--- src/rtl/mblock_pkg.sv ---
// Shared definitions for the memory-block arbiter: selector codes,
// FSM state encoding and the default ready timeout.
package mblock_pkg;

    typedef enum logic [1:0] {
        SEL_RAM   = 2'd0,
        SEL_BROM  = 2'd1,
        SEL_IO    = 2'd2,
        SEL_CONST = 2'd3
    } sel_e;

    typedef enum logic [1:0] {
        ST_IDLE   = 2'd0,
        ST_ACCESS = 2'd1,
        ST_RESP   = 2'd2
    } state_e;

    localparam int TIMEOUT_DEFAULT = 15;

    // Index width that stays at least one bit for single-entry cases.
    function automatic int clog2_min1(input int n);
        return (n > 1) ? $clog2(n) : 1;
    endfunction

endpackage

--- src/rtl/mblock_arbiter_rr_picker.sv ---
// Combinational round-robin picker: first set request bit searched
// upward from (last_grant+1) mod NUM_PORTS, wrapping around.
module rr_picker #(
    parameter int NUM_PORTS = 4,
    parameter int GID_W     = 2
) (
    input  logic [NUM_PORTS-1:0] req,
    input  logic [GID_W-1:0]     last_grant,
    output logic [GID_W-1:0]     winner,
    output logic                 valid
);

    logic [GID_W-1:0] w_cand;

    always_comb begin
        winner = '0;
        valid  = 1'b0;
        w_cand = '0;
        for (int i = 1; i <= NUM_PORTS; i++) begin
            w_cand = GID_W'((int'(last_grant) + i) % NUM_PORTS);
            if (!valid && req[w_cand]) begin
                winner = w_cand;
                valid  = 1'b1;
            end
        end
    end

endmodule

--- src/rtl/mblock_arbiter.sv ---
// Multi-port arbiter in front of a set of memory blocks: one access at a
// time, round-robin fairness, ready timeout with error response.
module mblock_arbiter
    import mblock_pkg::*;
#(
    parameter int NUM_PORTS = 4,
    parameter int ADDR_W    = 16,
    parameter int DATA_W    = 32,
    parameter int SEL_W     = 2,
    parameter int TIMEOUT   = TIMEOUT_DEFAULT
) (
    input  logic                          clk,
    input  logic                          reset,
    input  logic [NUM_PORTS-1:0]          req,
    input  logic [NUM_PORTS-1:0]          is_write,
    input  logic [NUM_PORTS*ADDR_W-1:0]   address,
    input  logic [NUM_PORTS*DATA_W-1:0]   wdata,
    input  logic                          boot_brom,
    output logic [NUM_PORTS-1:0]          ack,
    output logic                          err,
    output logic [DATA_W-1:0]             rdata,
    output logic [clog2_min1(NUM_PORTS)-1:0] grant_id,
    output logic                          busy,
    output logic [ADDR_W-SEL_W-1:0]       mblock_address,
    output logic [SEL_W-1:0]              mblock_selector,
    output logic                          mblock_write,
    output logic [DATA_W-1:0]             mblock_wdata,
    input  logic                          mblock_ready,
    input  logic [DATA_W-1:0]             mblock_rdata
);

    localparam int GID_W  = clog2_min1(NUM_PORTS);
    localparam int WAIT_W = clog2_min1(TIMEOUT + 1);
    localparam int MADR_W = ADDR_W - SEL_W;

    state_e                 r_state;
    state_e                 w_next;

    logic [GID_W-1:0]       r_last_grant;
    logic                   r_granted_once;
    logic [GID_W-1:0]       r_grant_id;
    logic [GID_W-1:0]       w_pick_base;
    logic [GID_W-1:0]       w_winner;
    logic                   w_valid;

    logic [ADDR_W-1:0]      w_win_addr;
    logic [DATA_W-1:0]      w_win_wdata;
    logic                   w_win_write;
    logic                   w_force_brom;

    logic                   r_is_write;
    logic [MADR_W-1:0]      r_maddr;
    logic [SEL_W-1:0]       r_sel;
    logic [DATA_W-1:0]      r_wdata;

    logic [WAIT_W-1:0]      r_wait;
    logic                   w_timeout;

    logic [NUM_PORTS-1:0]   r_ack;
    logic                   r_err;
    logic [DATA_W-1:0]      r_rdata;

    // Until the first grant after reset, search as if port NUM_PORTS-1 had
    // just been served so the sweep begins at port 0.
    assign w_pick_base = r_granted_once ? r_last_grant : GID_W'(NUM_PORTS - 1);

    rr_picker #(
        .NUM_PORTS (NUM_PORTS),
        .GID_W     (GID_W)
    ) u_picker (
        .req        (req),
        .last_grant (w_pick_base),
        .winner     (w_winner),
        .valid      (w_valid)
    );

    assign w_win_addr   = address[int'(w_winner)*ADDR_W +: ADDR_W];
    assign w_win_wdata  = wdata[int'(w_winner)*DATA_W +: DATA_W];
    assign w_win_write  = is_write[w_winner];
    assign w_force_brom = boot_brom && (w_winner == '0) && !w_win_write;

    // The counter reaches TIMEOUT on the edge that leaves ACCESS.
    assign w_timeout = (r_wait == WAIT_W'(TIMEOUT - 1));

    always_comb begin
        w_next = r_state;
        case (r_state)
            ST_IDLE:   if (w_valid) w_next = ST_ACCESS;
            ST_ACCESS: if (mblock_ready || w_timeout) w_next = ST_RESP;
            ST_RESP:   w_next = ST_IDLE;
            default:   w_next = ST_IDLE;
        endcase
    end

    always_ff @(posedge clk) begin
        if (reset) begin
            r_state <= ST_IDLE;
        end else begin
            r_state <= w_next;
        end
    end

    always_ff @(posedge clk) begin
        if (reset) begin
            r_last_grant   <= '0;
            r_granted_once <= 1'b0;
            r_grant_id     <= '0;
            r_is_write     <= 1'b0;
            r_maddr        <= '0;
            r_sel          <= '0;
            r_wdata        <= '0;
            r_wait         <= '0;
            r_ack          <= '0;
            r_err          <= 1'b0;
            r_rdata        <= '0;
        end else begin
            r_ack   <= '0;
            r_err   <= 1'b0;
            r_rdata <= '0;
            case (r_state)
                ST_IDLE: begin
                    if (w_valid) begin
                        r_grant_id <= w_winner;
                        r_is_write <= w_win_write;
                        r_maddr    <= w_win_addr[MADR_W-1:0];
                        r_sel      <= w_force_brom ? SEL_W'(SEL_BROM)
                                                   : w_win_addr[ADDR_W-1 -: SEL_W];
                        r_wdata    <= w_win_wdata;
                        r_wait     <= '0;
                    end
                end
                ST_ACCESS: begin
                    if (mblock_ready) begin
                        r_ack   <= NUM_PORTS'(1) << r_grant_id;
                        r_rdata <= r_is_write ? '0 : mblock_rdata;
                    end else begin
                        r_wait <= r_wait + 1'b1;
                        if (w_timeout) begin
                            r_ack <= NUM_PORTS'(1) << r_grant_id;
                            r_err <= 1'b1;
                        end
                    end
                end
                ST_RESP: begin
                    r_last_grant   <= r_grant_id;
                    r_granted_once <= 1'b1;
                end
                default: ;
            endcase
        end
    end

    assign ack      = r_ack;
    assign err      = r_err;
    assign rdata    = r_rdata;
    assign grant_id = r_grant_id;
    assign busy     = (r_state != ST_IDLE);

    // Memory-side signals are visible only while an access is in flight.
    assign mblock_address  = (r_state == ST_ACCESS) ? r_maddr : '0;
    assign mblock_selector = (r_state == ST_ACCESS) ? r_sel   : '0;
    assign mblock_write    = (r_state == ST_ACCESS) && r_is_write;
    assign mblock_wdata    = (r_state == ST_ACCESS) ? r_wdata : '0;

endmodule

--- config.mk ---
export PLATFORM = sky130hd
export DESIGN_NAME = mblock_arbiter
export DESIGN_NICKNAME = d
export VERILOG_FILES = /design/src/rtl/mblock_pkg.sv /design/src/rtl/mblock_arbiter_rr_picker.sv /design/src/rtl/mblock_arbiter.sv
export SDC_FILE = /design/constraint.sdc
export NUM_CORES = 1
export LEC_CHECK = 0
export ABC_AREA = 1
export ABC_CLOCK_PERIOD_IN_PS = 6200
export CORE_AREA = 2 2 126 128
export CTS_BUF_LIST = sky130_fd_sc_hd__clkbuf_4
export DETAILED_ROUTE_END_ITERATION = 16
export DIE_AREA = 0 0 128 130
export HOLD_SLACK_MARGIN = 0.03
export PLACE_DENSITY = 0.79
export SETUP_SLACK_MARGIN = 0.3
export SYNTH_ARGS = -nofsm -noshare
export SYNTH_HDL_FRONTEND = slang
export SYNTH_SLANG_ARGS = --single-unit
--- constraint.sdc ---
create_clock -name clk -period 6.2 [get_ports clk]
set_input_delay 0.93 -clock clk [delete_from_list [all_inputs] [get_ports clk]]
set_output_delay 0.93 -clock clk [all_outputs]
set_load 0.05 [all_outputs]
Word level (Yosys, flattened, before mapping)
Index checks and enable logic that the tools add are counted.

$add $sub $neg: 5. Order comparisons: 5. Equality and inequality tests: 6. Shift operators: 3. Muxes and demuxes: 32. Bitwise operators: 2. Reductions and logical operators: 21.

Operators with widths (count): variable part select 128 x 8 -> 32 bit (1); variable part select 64 x 7 -> 16 bit (1); 2-to-1 mux 32 bit (1); 2-to-1 mux 2 bit (9); 2-to-1 mux 4 bit (4); less-than comparator 2 x 3 -> 1 bit, second input constant (5); 2-to-1 mux 14 bit (1); binary-select mux 1 bit (select 2 bit) (5); 2-to-1 mux 1 bit (10); case mux 4 bit (2 select lines) (1); logical AND 1 bit (6); adder 2 x 1 -> 2 bit, second input constant (2); adder 2 bit, second input constant (2); adder 4 x 1 -> 4 bit, second input constant (1); equality test 4 bit, second input constant (1); zero test 1 bit (4); zero test 2 bit (2); != test 2 bit, second input constant (2); case mux 2 bit (2 select lines) (1); AND reduction 2 bit (2); nonzero test 2 bit (2); OR reduction 4 bit (1); << shifter 1 x 2 -> 4 bit, first input constant (1); AND reduction 3 bit (1); other kinds (7) (8).

Register bits: 97. Input bits: 236. Output and inout bits: 89. Word-level logic and storage cells: 86.

Logic depth before layout (Yosys ltp)
Depth in word-level cells: 19. Gate-level depth with buffers: 20. Gate-level depth less buffers: 18.

Cells and area by module
From an unflattened synthesis, not the netlist that was laid out.

Cells, all modules: 877. Area total of the unflattened synthesis: 5410.2 sq um.

By module, submodules not included: mblock_arbiter (times used 1, cells each 825, area an instance 5138.7 sq um, sequential area each 1941.9 sq um); rr_picker (times used 1, cells each 52, area an instance 271.5 sq um, sequential area each 0.0 sq um).

Worst setup path before layout
Ideal clock, no wire load.

Kind: in2reg. Start point: input port req[1]. End point: register r_maddr[1]. Setup time: 126 ps. Arrival: 2317 ps. Data required time: 6074 ps. Setup slack: 3757 ps. Stages on the path: 17. Path buffers: 3. Cell sequence: inv_1 -> nand3_1 -> nand2_1 -> nor2_1 -> nor2_2 -> nand2_1 -> nor2_1 -> nand2_2 -> nand2_1 -> buf_6 -> buf_6 -> buf_6 -> nand2_2 -> o211ai_2 -> nand2_1 -> nand2_1 -> o21ai_1.

Longest elaborated chain between the ends: 13. Elaborated cells on any way between the ends: 24. Those cells by class: shift (1); mux (16); reduce/logical (7).

Ends and longest elaborated chain: from (decl) (RTL line mblock_arbiter.sv:14) `input logic [NUM_PORTS-1:0] req,`; binary-select mux 1 bit (select 2 bit) (RTL line mblock_arbiter_rr_picker.sv:21) `if (!valid && req[w_cand]) begin`; 2-to-1 mux 1 bit (not written as such) (RTL line mblock_arbiter_rr_picker.sv:21); 2-to-1 mux 1 bit (RTL line mblock_arbiter_rr_picker.sv:21); zero test 1 bit (RTL line mblock_arbiter_rr_picker.sv:21); logical AND 1 bit (RTL line mblock_arbiter_rr_picker.sv:21); 2-to-1 mux 1 bit (RTL line mblock_arbiter_rr_picker.sv:21); zero test 1 bit (RTL line mblock_arbiter_rr_picker.sv:21); logical AND 1 bit (RTL line mblock_arbiter_rr_picker.sv:21); 2-to-1 mux 1 bit (RTL line mblock_arbiter_rr_picker.sv:21); zero test 1 bit (RTL line mblock_arbiter_rr_picker.sv:21); logical AND 1 bit (RTL line mblock_arbiter_rr_picker.sv:21); 2-to-1 mux 2 bit or 2-to-1 mux 1 bit (tied branches) (RTL line mblock_arbiter_rr_picker.sv:21); variable part select 64 x 7 -> 16 bit or AND reduction 2 bit (tied branches); to (signal assigned) (RTL line mblock_arbiter.sv:125) `r_maddr <= w_win_addr[MADR_W-1:0];`; to (decl) (RTL line mblock_arbiter.sv:52) `logic [MADR_W-1:0] r_maddr;`.

Parallel ways exist; a longest one is shown, timed or not. The select of a mux whose other input is x is not followed. A chain may end at the register's enable or synchronous reset.

Worst setup path after layout
Start point: input port req[2]. End point: register r_maddr[12].

The elaborated chain is that of the path after synthesis.

==> results.yml <==
sta:
  max_slew.worst_pin.slew_ns: 1.28
  hold_viol: 0
  clock.fmax_mhz: 256
  rsz0062_at_grt: "no"
  relSlewSlack_pct: 14.7
  setup_ws_ns: 2.29
  period_minus_slack_ns: 3.91
  finalCritPeriodShare_pct: 63.0
  slew_viol_final: 0
  whs_ns: 0.467
  tns_ns: 0
  finalSetupViolCount: 0
  finClkSkew_ns: 0.0177
synthesis:
  yosysWarnings: 0
  synthFlopType: "dfxtp_1"
  synth_edf_count: 0
  synth_cell_types: 28
  ys_async_sr_fraction_pct: 0
  synth_seq_cells: 97
  seq_area_frac_synth_pct: 33.7
  netlist_area_sq_um: 5760
  syn_avg_cell_area_sq_um: 6.15
  syn-num-nets: 1174
  postSynthCellCount: 936
clocking:
  clk_transition_reported_paths_ns: 0.16
  cts.repair.resized: 0
  htree_levels: 3
  cts-root-buf: "clkbuf_4"
  postCtsSetupRepairBufs: 0
  clock_path_buffers: 2
  numCtsBuffers: 9
  clock_latency_ns: 0.46
  cts_tree: "done"
  holdBufCountCts: 0
  numClockSinks: 97
final_layout:
  fin_area_sq_um: 9120
  diodes: 0
  drive_gt1_share_pct: 6.52
  fin_nets: 1460
  area_delta_synth_final_pct: 58.3
setup_path:
  crit_path_max_fanout: 56
  worstPathArrival_ns: 4.29
  r2r-end: "r_maddr[12]$_SDFFE_PP0P_"
  critPathCaptureType: "flip-flop"
  r2r_start: "r_granted_once$_SDFFE_PP0N_"
  worstSetupPathType: "input port to flip-flop"
  timing.reg2reg.setup_slack_ns: 2.47
  r2r_cells: 16
  cp-start-kind: "input port"
  required_ns: 6.58
placement:
  dpl_cell_area_sq_um: 9000
  dp_hpwl_um: 14300
  post-place-ws_ns: 1.86
  portBuffers: 324
  gp_congestion: 0.897
route:
  drc: 0
  wl_per_cell_um: 13.9
  drtAntennaViolNets: 0
  avgViaCountPerCell: 4.65
  vias: 6594
  drtIter0Drc: 281
  drt-total-wl_um: 19700
  firstDrtPassIters: 4
die:
  rows: 46
  die_area_sq_um: 16600
  coreArea_sq_um: 15400
  start_util_pct: 37.3
  die_x_um: 128
  ioPinCount: 325
  die_h_um: 130
job:
  drv_cap: 0
grt:
  grt.total_usage_pct: 22.8
  grt-ovfl-total: 0
  grt_max_degree: 92
  first_global_vias: 6173
  grt_pass1_wl_um: 29900
  antenna_found_initial: 0
hold_path:
  min-delay-start: "r_wait[3]$_SDFFE_PP0P_"
  hold_path_class: "flip-flop to flip-flop"
  holdPathEnd: "r_wait[3]$_SDFFE_PP0P_"
  whs_path_depth: 1
power:
  irDropWorstVdd_mv: 0.175
  power_leakage_nw: 4.23
  cellPowerDensity_nw_per_um2: 200
  total_power_mw: 1.83
outcome:
  status: "complete, no violations"
[power breakdown]
part           switching [mW]  internal [mW]  total, mW
registers              0.0181          0.686      0.704
clock network           0.235         0.0872      0.323
logic                   0.481          0.317      0.799
[registers in the layout, indices dropped and copies added (netlist names)]
register	cells
rdata	32
grant_id	2
r_is_write	1
r_wait	4
r_wdata	32
ack	4
r_sel	2
r_granted_once	1
r_last_grant	2
err	1
r_state	2
r_maddr	14
[logic make-up (layout without fill, tap and decap cells)]
logic type	after synthesis	count (layout)	share of synthesized area, %
simple gates	515	515	35.2
buf+inv	212	503	15.4
compound gates	109	109	15.1
flops	97	97	33.7
fa+ha+maj	2	2	0.434
xor+xnor	1	1	0.152
[final cells by class]
cell class                 instances  area (sq um)
clock buffer                       9          67.6
inverter                         161           604
sequential                        97          1940
tap                              192           240
timing repair buffer             326          3260
clock inverter                     7          55.1
multi-input combinational        627          2950
fill                            1500          6310
[cells in the final DEF, fill, tap and decap left out]
cell type	n
clkinv_4	3
inv_6	1
buf_4	2
nor2_1	100
inv_8	1
o211ai_2	40
nand2_4	1
nand3_1	28
nand2_1	358
nand2_2	15
nor2_4	1
ha_1	2
o211ai_1	6
a21oi_1	5
dfxtp_1	97
nor2_2	1
inv_1	157
clkdlybuf4s50_1	324
clkinv_1	1
inv_2	4
clkbuf_4	9
o21ai_1	40
clkinv_2	1
o21ai_0	13
o22ai_1	3
nand4_1	3
xor2_1	1
nand3b_1	2
nor4_1	1
a211oi_1	2
nor3_1	4
or2_2	1
[critical path, cell delays in order]
cell and delay [ns]:
clkdlybuf4s50_1 0.53, nand3_1 0.14, nand3_1 0.12, nand2_1 0.09
nand2_1 0.08, nand2_1 0.06, nand2_1 0.21, nand2_4 0.42
inv_2 0.93, nand2_1 0.26, nand2_1 0.13, nand2_1 0.05
nand2_1 0.10, nand2_1 0.04, o21ai_0 0.11
[worst max path at each step]
stage,startpoint,to,cells past startpoint
global route,req[1],r_wdata[9]$_SDFFE_PP0P_,17
detailed placement,req[3],r_wdata[14]$_SDFFE_PP0P_,16
CTS,req[2],r_maddr[12]$_SDFFE_PP0P_,15
floorplan,req[1],r_maddr[1]$_SDFFE_PP0P_,17
global placement,req[3],r_maddr[13]$_SDFFE_PP0P_,16
finish,req[2],r_maddr[12]$_SDFFE_PP0P_,15
[Yosys cell counts (4+ instances only)]
master      n  area share [%]
buf_4       6            0.78
nor3_1      4            0.35
inv_1     159              10
dfxtp_1    97              34
o21ai_1    40             3.5
clkbuf_1   24             1.6
nand2_2    13             1.4
buf_6       7             1.4
buf_2      13             1.1
nor2_1    101             6.6
o211ai_1    6            0.78
nand2_1   361              24
nand3_1    28             2.4
a21oi_1     5            0.43
o21ai_0    13             1.1
o211ai_2   40             8.7
[per-stage QoR]
step | utilization, % | cells
after floorplan | - | 936
after global placement | 58.3 | 1403
after detailed placement | 58.3 | 1403
after CTS | 59.1 | 1419
after global routing | 59.1 | 1419
final | 59.1 | 1419
[routing by layer]
layer / vias up / routed length, um / track usage, %
met5: - / 0 / 0
met1: 2920 / 7750 / 24.1
met3: 33 / 1830 / 7.75
met2: 249 / 9620 / 42.1
met4: 0 / 508 / 8.34
li1: 3392 / - / -
Power figures use the tool's default switching activity.
